File: src/rtl/windows_pkg.sv
// -----------------------------------------------------------------------------
// windows_pkg
// Shared window types for the string-match path: ast_shift produces windows,
// windows_serializer narrows them to one per cycle, and the bloom-filter hash
// stage consumes them.  All three import this package so the byte width,
// default geometry and window/count types agree.
//
// Contents:
//   BYTE_W            bits per window byte
//   SYMBOLS_DEF       default byte lanes per input word
//   WINDOW_SIZE_DEF   default bytes per window
//   window_t          [WINDOW_SIZE_DEF][BYTE_W] window at default geometry
//   win_cnt_t         valid-byte count at default geometry (0 = empty)
//   clog2_min1()      $clog2 that never returns 0, for index widths
// -----------------------------------------------------------------------------
package windows_pkg;

   localparam int BYTE_W          = 8;
   localparam int SYMBOLS_DEF     = 8;
   localparam int WINDOW_SIZE_DEF = 20;

   // Index width that stays at least 1 bit for degenerate sizes.
   function automatic int clog2_min1(input int v);
      return (v <= 1) ? 1 : $clog2(v);
   endfunction

   localparam int WINDOW_SIZE_W_DEF = clog2_min1(WINDOW_SIZE_DEF);

   // Byte 0 is the window start.
   typedef logic [WINDOW_SIZE_DEF-1:0][BYTE_W-1:0] window_t;

   // One extra bit so a full window (count == WINDOW_SIZE) is representable.
   typedef logic [WINDOW_SIZE_W_DEF:0] win_cnt_t;

endpackage

File: src/rtl/prio_enc_lsb.sv
// -----------------------------------------------------------------------------
// prio_enc_lsb
// Lowest-set-bit priority encoder.  Also used by the hash-stage arbiter.
//
// Parameters:
//   WIDTH   request vector width
//   IDX_W   index width (derived, minimum 1)
// Ports:
//   req      in   [WIDTH]  request bits
//   idx      out  [IDX_W]  index of the lowest set bit (0 when none set)
//   onehot   out  [WIDTH]  mask with only the lowest set bit
//   any_set  out  1        at least one request bit is set
// -----------------------------------------------------------------------------
module prio_enc_lsb
   import windows_pkg::*;
#(
   parameter int WIDTH = 8,
   parameter int IDX_W = clog2_min1(WIDTH)
) (
   input  logic [WIDTH-1:0] req,
   output logic [IDX_W-1:0] idx,
   output logic [WIDTH-1:0] onehot,
   output logic             any_set
);

   // Scan from the top down so the last hit written is the lowest bit.
   always_comb begin
      idx = '0;
      for (int i = WIDTH - 1; i >= 0; i--) begin
         if (req[i]) idx = IDX_W'(i);
      end
   end

   // Two's-complement trick isolates the lowest set bit.
   assign onehot  = req & (~req + WIDTH'(1));
   assign any_set = |req;

endmodule

File: src/rtl/windows_serializer.sv
// -----------------------------------------------------------------------------
// windows_serializer
// Takes one multi-lane window word from ast_shift (one candidate window per
// input byte lane) and emits its non-empty windows one per cycle, lowest lane
// first, to the bloom-filter hash stage.
//
// Parameters:
//   SYMBOLS        byte lanes per input word
//   WINDOW_SIZE    bytes per window
//   WINDOW_SIZE_W  derived; count fields are WINDOW_SIZE_W+1 bits
//   LANE_W         derived lane index width
// Ports:
//   clk_i                  in   clock
//   srst_i                 in   synchronous active-high reset
//   windows_data_i         in   [SYMBOLS][WINDOW_SIZE][8] window bytes per lane
//   windows_valid_bytes_i  in   [SYMBOLS][WINDOW_SIZE_W+1] count per lane, 0 = empty
//   windows_ready_o        out  input word accepted this cycle (if present)
//   win_data_o             out  [WINDOW_SIZE][8] current window, bytes past count = 0
//   win_valid_bytes_o      out  byte count of current window, 0 when idle
//   win_lane_o             out  source lane of current window
//   win_valid_o            out  output window present
//   win_ready_i            in   downstream accepts
//
// The only state is the pending-lane mask plus the buffered word.  An empty
// mask means idle; otherwise the lowest pending lane is on the output.
// -----------------------------------------------------------------------------
module windows_serializer
   import windows_pkg::*;
#(
   parameter int SYMBOLS       = SYMBOLS_DEF,
   parameter int WINDOW_SIZE   = WINDOW_SIZE_DEF,
   parameter int WINDOW_SIZE_W = (WINDOW_SIZE == 1) ? 1 : $clog2(WINDOW_SIZE),
   parameter int LANE_W        = (SYMBOLS == 1) ? 1 : $clog2(SYMBOLS)
) (
   input  logic                                        clk_i,
   input  logic                                        srst_i,
   input  logic [SYMBOLS-1:0][WINDOW_SIZE-1:0][BYTE_W-1:0] windows_data_i,
   input  logic [SYMBOLS-1:0][WINDOW_SIZE_W:0]         windows_valid_bytes_i,
   output logic                                        windows_ready_o,
   output logic [WINDOW_SIZE-1:0][BYTE_W-1:0]          win_data_o,
   output logic [WINDOW_SIZE_W:0]                      win_valid_bytes_o,
   output logic [LANE_W-1:0]                           win_lane_o,
   output logic                                        win_valid_o,
   input  logic                                        win_ready_i
);

   typedef logic [WINDOW_SIZE-1:0][BYTE_W-1:0] win_t;
   typedef logic [WINDOW_SIZE_W:0]             cnt_t;

   localparam cnt_t MAX_CNT = cnt_t'(WINDOW_SIZE);

   // Buffered word.  Not reset: every byte reaching the output is gated by
   // the current count, which is 0 whenever nothing is pending.
   win_t [SYMBOLS-1:0]  data_q;
   cnt_t [SYMBOLS-1:0]  cnt_q;
   logic [SYMBOLS-1:0]  pending_q;

   logic [SYMBOLS-1:0]  lane_mask;
   cnt_t [SYMBOLS-1:0]  cnt_sat;
   logic                present;

   logic [LANE_W-1:0]   cur_lane;
   logic [SYMBOLS-1:0]  cur_oh;
   logic                any_pending;
   logic                last_window;
   logic                load;
   logic                out_fire;
   cnt_t                cur_cnt;

   // Per-lane occupancy and count saturation of the incoming word.
   for (genvar l = 0; l < SYMBOLS; l++) begin : g_lane
      assign lane_mask[l] = |windows_valid_bytes_i[l];
      assign cnt_sat[l]   = (windows_valid_bytes_i[l] > MAX_CNT) ? MAX_CNT
                                                                : windows_valid_bytes_i[l];
   end

   assign present = |lane_mask;

   prio_enc_lsb #(
      .WIDTH (SYMBOLS),
      .IDX_W (LANE_W)
   ) u_prio (
      .req     (pending_q),
      .idx     (cur_lane),
      .onehot  (cur_oh),
      .any_set (any_pending)
   );

   // The current lane is the only one left when clearing it empties the mask.
   assign last_window = any_pending && ((pending_q & ~cur_oh) == '0);

   // Combinational from win_ready_i: the next word may load on the same edge
   // the last window of this word leaves, so back-to-back words have no bubble.
   assign windows_ready_o = !srst_i && (!any_pending || (last_window && win_ready_i));

   // An all-empty word never counts as a transfer, even with ready high.
   assign load     = present && windows_ready_o;
   assign out_fire = any_pending && win_ready_i;

   // A load always wins over the clear: when both happen, the clear belonged
   // to the last lane of the old word and the new mask replaces it.
   always_ff @(posedge clk_i) begin
      if (srst_i) begin
         pending_q <= '0;
      end else if (load) begin
         pending_q <= lane_mask;
      end else if (out_fire) begin
         pending_q <= pending_q & ~cur_oh;
      end
   end

   // load already excludes reset through windows_ready_o.
   always_ff @(posedge clk_i) begin
      if (load) begin
         data_q <= windows_data_i;
         cnt_q  <= cnt_sat;
      end
   end

   // Output mux.  Everything follows from pending_q and the buffer, so outputs
   // hold while stalled without extra registers.
   always_comb begin
      cur_cnt = any_pending ? cnt_q[cur_lane] : '0;
      for (int j = 0; j < WINDOW_SIZE; j++) begin
         // Bytes past the count are zeroed so downstream hashing is deterministic.
         win_data_o[j] = (cnt_t'(j) < cur_cnt) ? data_q[cur_lane][j] : '0;
      end
   end

   assign win_valid_bytes_o = cur_cnt;
   assign win_lane_o        = cur_lane;
   assign win_valid_o       = any_pending;

endmodule

File: config.mk
export PLATFORM = sky130hd
export DESIGN_NAME = windows_serializer
export DESIGN_NICKNAME = d
export VERILOG_FILES = /design/src/rtl/windows_pkg.sv /design/src/rtl/prio_enc_lsb.sv /design/src/rtl/windows_serializer.sv
export SDC_FILE = /design/constraint.sdc
export NUM_CORES = 2
export LEC_CHECK = 0
export ABC_AREA = 1
export CAP_MARGIN = 25
export CORE_AREA = 5 5 589 591
export DETAILED_ROUTE_END_ITERATION = 12
export DIE_AREA = 0 0 594 596
export PLACE_DENSITY_LB_ADDON = 0.25
export SLEW_MARGIN = 15
export SYNTH_ARGS = -nofsm -noshare
export SYNTH_HDL_FRONTEND = slang
export SYNTH_SLANG_ARGS = --single-unit
File: constraint.sdc
create_clock -name clk_i -period 113.6 [get_ports clk_i]
set_clock_uncertainty 0.1 [all_clocks]
set_input_delay 11.36 -clock clk_i [delete_from_list [all_inputs] [get_ports clk_i]]
set_output_delay 11.36 -clock clk_i [all_outputs]
set_load 0.05 [all_outputs]
==> results.tsv <==
metric	value	unit
numCtsBuffers	172	
dp_hpwl	225000	µm
gp_congestion	0.902	
overflow	0	
hold_buffers	0	
r2r_end	data_q[1142]$_DFFE_PP_	
dieArea	0.354	mm²
cap_violations	0	
grt_antenna_before_repair	194	
synth_cell_types	45	
hold_violations	0	
status	complete, no violations	
grt_pass1_vias	41700	
design.core.area	0.341	mm²
placed_cells	10000	
setup.worst_path.end_class	primary output	
reg2reg_slack	106.28	ns
async_flop_share	0	%
grt.total_usage	15.7	%
arrival	13.55	ns
cts-htree-levels	4	
worst_pin_slew	1.13	ns
rsz0062_at_grt	no	
final_core_util	23.4	%
wl_met3	26700	µm
fin_tns_setup	0	ns
cts.clk_slew.worst_paths	0.06	ns
setup_viol	0	
final_common_cell	clkdlybuf4s50_1	
die_y	596	µm
period_needed	25.01	ns
fmax	40.0	MHz
drive_above_1_share	8.62	%
cp-start-kind	primary input	
drt_iter0_drc	3215	
vias	40900	
fin_crit_sh	22.0	%
rows	215	
maxUsedRoutingLayer	met5	
relSlewSlack	23.4	%
cp.required	102.14	ns
area_delta_synth_final	47.7	%
ys.flop_type	edfxtp_1	
fp.dieW	594	µm
whs_path_depth	2	
synth_cells	4145	
worst_slack	88.59	ns
drt_first_pass_iters	5	
synth_edf_count	1328	
cts_tree	yes	
drc_errors	0	
min_to	pending_q[5]$_SDFFE_PP0P_	
ys_seq_area_share	74.1	%
timing.rr.start	pending_q[0]$_SDFFE_PP0P_	
pre_cts_ws	88.56	ns
cts-root-buf	clkbuf_16	
r2r_cells	14	
wl_per_cell	28.1	µm
layout_common_cells	1501 x clkdlybuf4s50_1, 1328 x edfxtp_1, 712 x nand2_1	
avgSynthCellArea	13.0	µm²
nNetsFinal	6968	
num_io_pins	1502	
clk_path_buf_depth	4	
cts_resized	0	
ys_warn_count	0	
ant_nets	0	
layoutNonFillerInstCount	10400	
hp-class	reg2reg	
criticalPathCategory	in2out	
maxSlewViolCount	0	
clkLatencyLatePin	0.84	ns
wl	292000	µm
grt_max_degree	148	
initial_core_util	15.8	%
synth_seq_cells	1336	
min_from	pending_q[5]$_SDFFE_PP0P_	
cts_num_sinks	1336	
cp_max_fo	2	
cts_setup_buffers	0	
wl_met2	143000	µm
wl_met1	112000	µm
grt_pass1_wl	382000	µm
portBuffers	1501	
synthesis.area	0.0541	mm²
vias_per_cell	3.93	
[layout make-up]
type / instances / area [µm²]
fillers: 36200 / 262000
flip-flops and latches: 1336 / 40000
repair buffers: 1570 / 15700
multi-input cells: 2406 / 12200
well taps: 4557 / 5700
clock buffers: 211 / 4510
clock inverters: 93 / 965
inverters: 151 / 589
diodes: 70 / 175
[flip-flops by register name, summed over array words and instances (netlist names)]
signal,count
pending_q,8
data_q,1280
cnt_q,48
[worst max path at each step]
stage	startpoint	endpoint	slack [ns]	depth (start not counted)
finish	win_ready_i	windows_ready_o	88.59	6
global route	win_ready_i	windows_ready_o	88.51	6
CTS	win_ready_i	windows_ready_o	88.56	6
detailed placement	win_ready_i	windows_ready_o	88.56	6
global placement	win_ready_i	windows_ready_o	88.49	6
floorplan	windows_valid_bytes_i[35]	cnt_q[0]$_SDFFCE_PN0P_	67.12	7
[stage by stage]
step                      cell area (µm²)  hold WS [ns]
after floorplan                     54100         0.367
after global placement              74200         0.398
after detailed placement            74200         0.414
after CTS                           79700         0.422
after global routing                79700         0.443
final                               79800         0.421
[cell usage after synthesis, types with 2 or more instances]
library cell	n	share of area [%]
a21oi_1	52	0.48
a21oi_2	2	0.032
a31o_1	10	0.16
a31o_2	21	0.34
a32o_1	32	0.59
and3_1	8	0.093
buf_1	24	0.17
buf_2	57	0.53
buf_4	20	0.28
buf_6	26	0.54
clkbuf_1	125	0.87
clkbuf_2	7	0.065
dfxtp_1	8	0.30
edfxtp_1	1328	74
inv_1	146	1.0
inv_2	4	0.028
mux2i_1	7	0.13
nand2_1	712	4.9
nand2_2	13	0.15
nand2_4	3	0.062
nand3_1	179	1.7
nand3_2	4	0.074
nand4_1	3	0.035
nor2_1	503	3.5
nor2_2	4	0.046
nor3_1	4	0.037
nor4_1	2	0.023
o211ai_1	210	2.9
o21ai_0	246	2.3
o21ai_1	25	0.23
o221ai_1	35	0.57
o22ai_1	37	0.43
o311ai_0	57	0.92
o311ai_1	13	0.21
or2_0	77	0.89
or2_1	2	0.023
or2_2	131	1.5
[cells by family (layout without fill, tap and decap cells)]
family / count (synthesis) / count (layout) / share of synthesized area, %
AND/OR/NAND/NOR: 1648 / 1648 / 13.1
flip-flops: 1336 / 1336 / 74.1
other: 1 / 78 / 0.00694
buffers and inverters: 410 / 2025 / 3.49
multiplexers: 7 / 7 / 0.130
AO/OA/AOI/OAI: 743 / 743 / 9.21
[critical path, cell delays in order]
cell             delay, ns
clkdlybuf4s50_1       0.60
nand2_1               0.11
nor3_1                0.25
nor2_1                0.09
nor2_1                0.25
clkdlybuf4s50_1       0.88
[per-layer routing]
| metal | track usage, % | up-vias |
|---|---|---|
| met1 | 18.1 | 20200 |
| met2 | 27.4 | 1808 |
| met4 | 4.29 | 132 |
| met5 | 0 | - |
| met3 | 5.86 | 493 |
| li1 | - | 18200 |
Power is left out: the tool's default activity adds up to more than one toggle a clock period on the data nets, which glitch-free logic cannot reach.
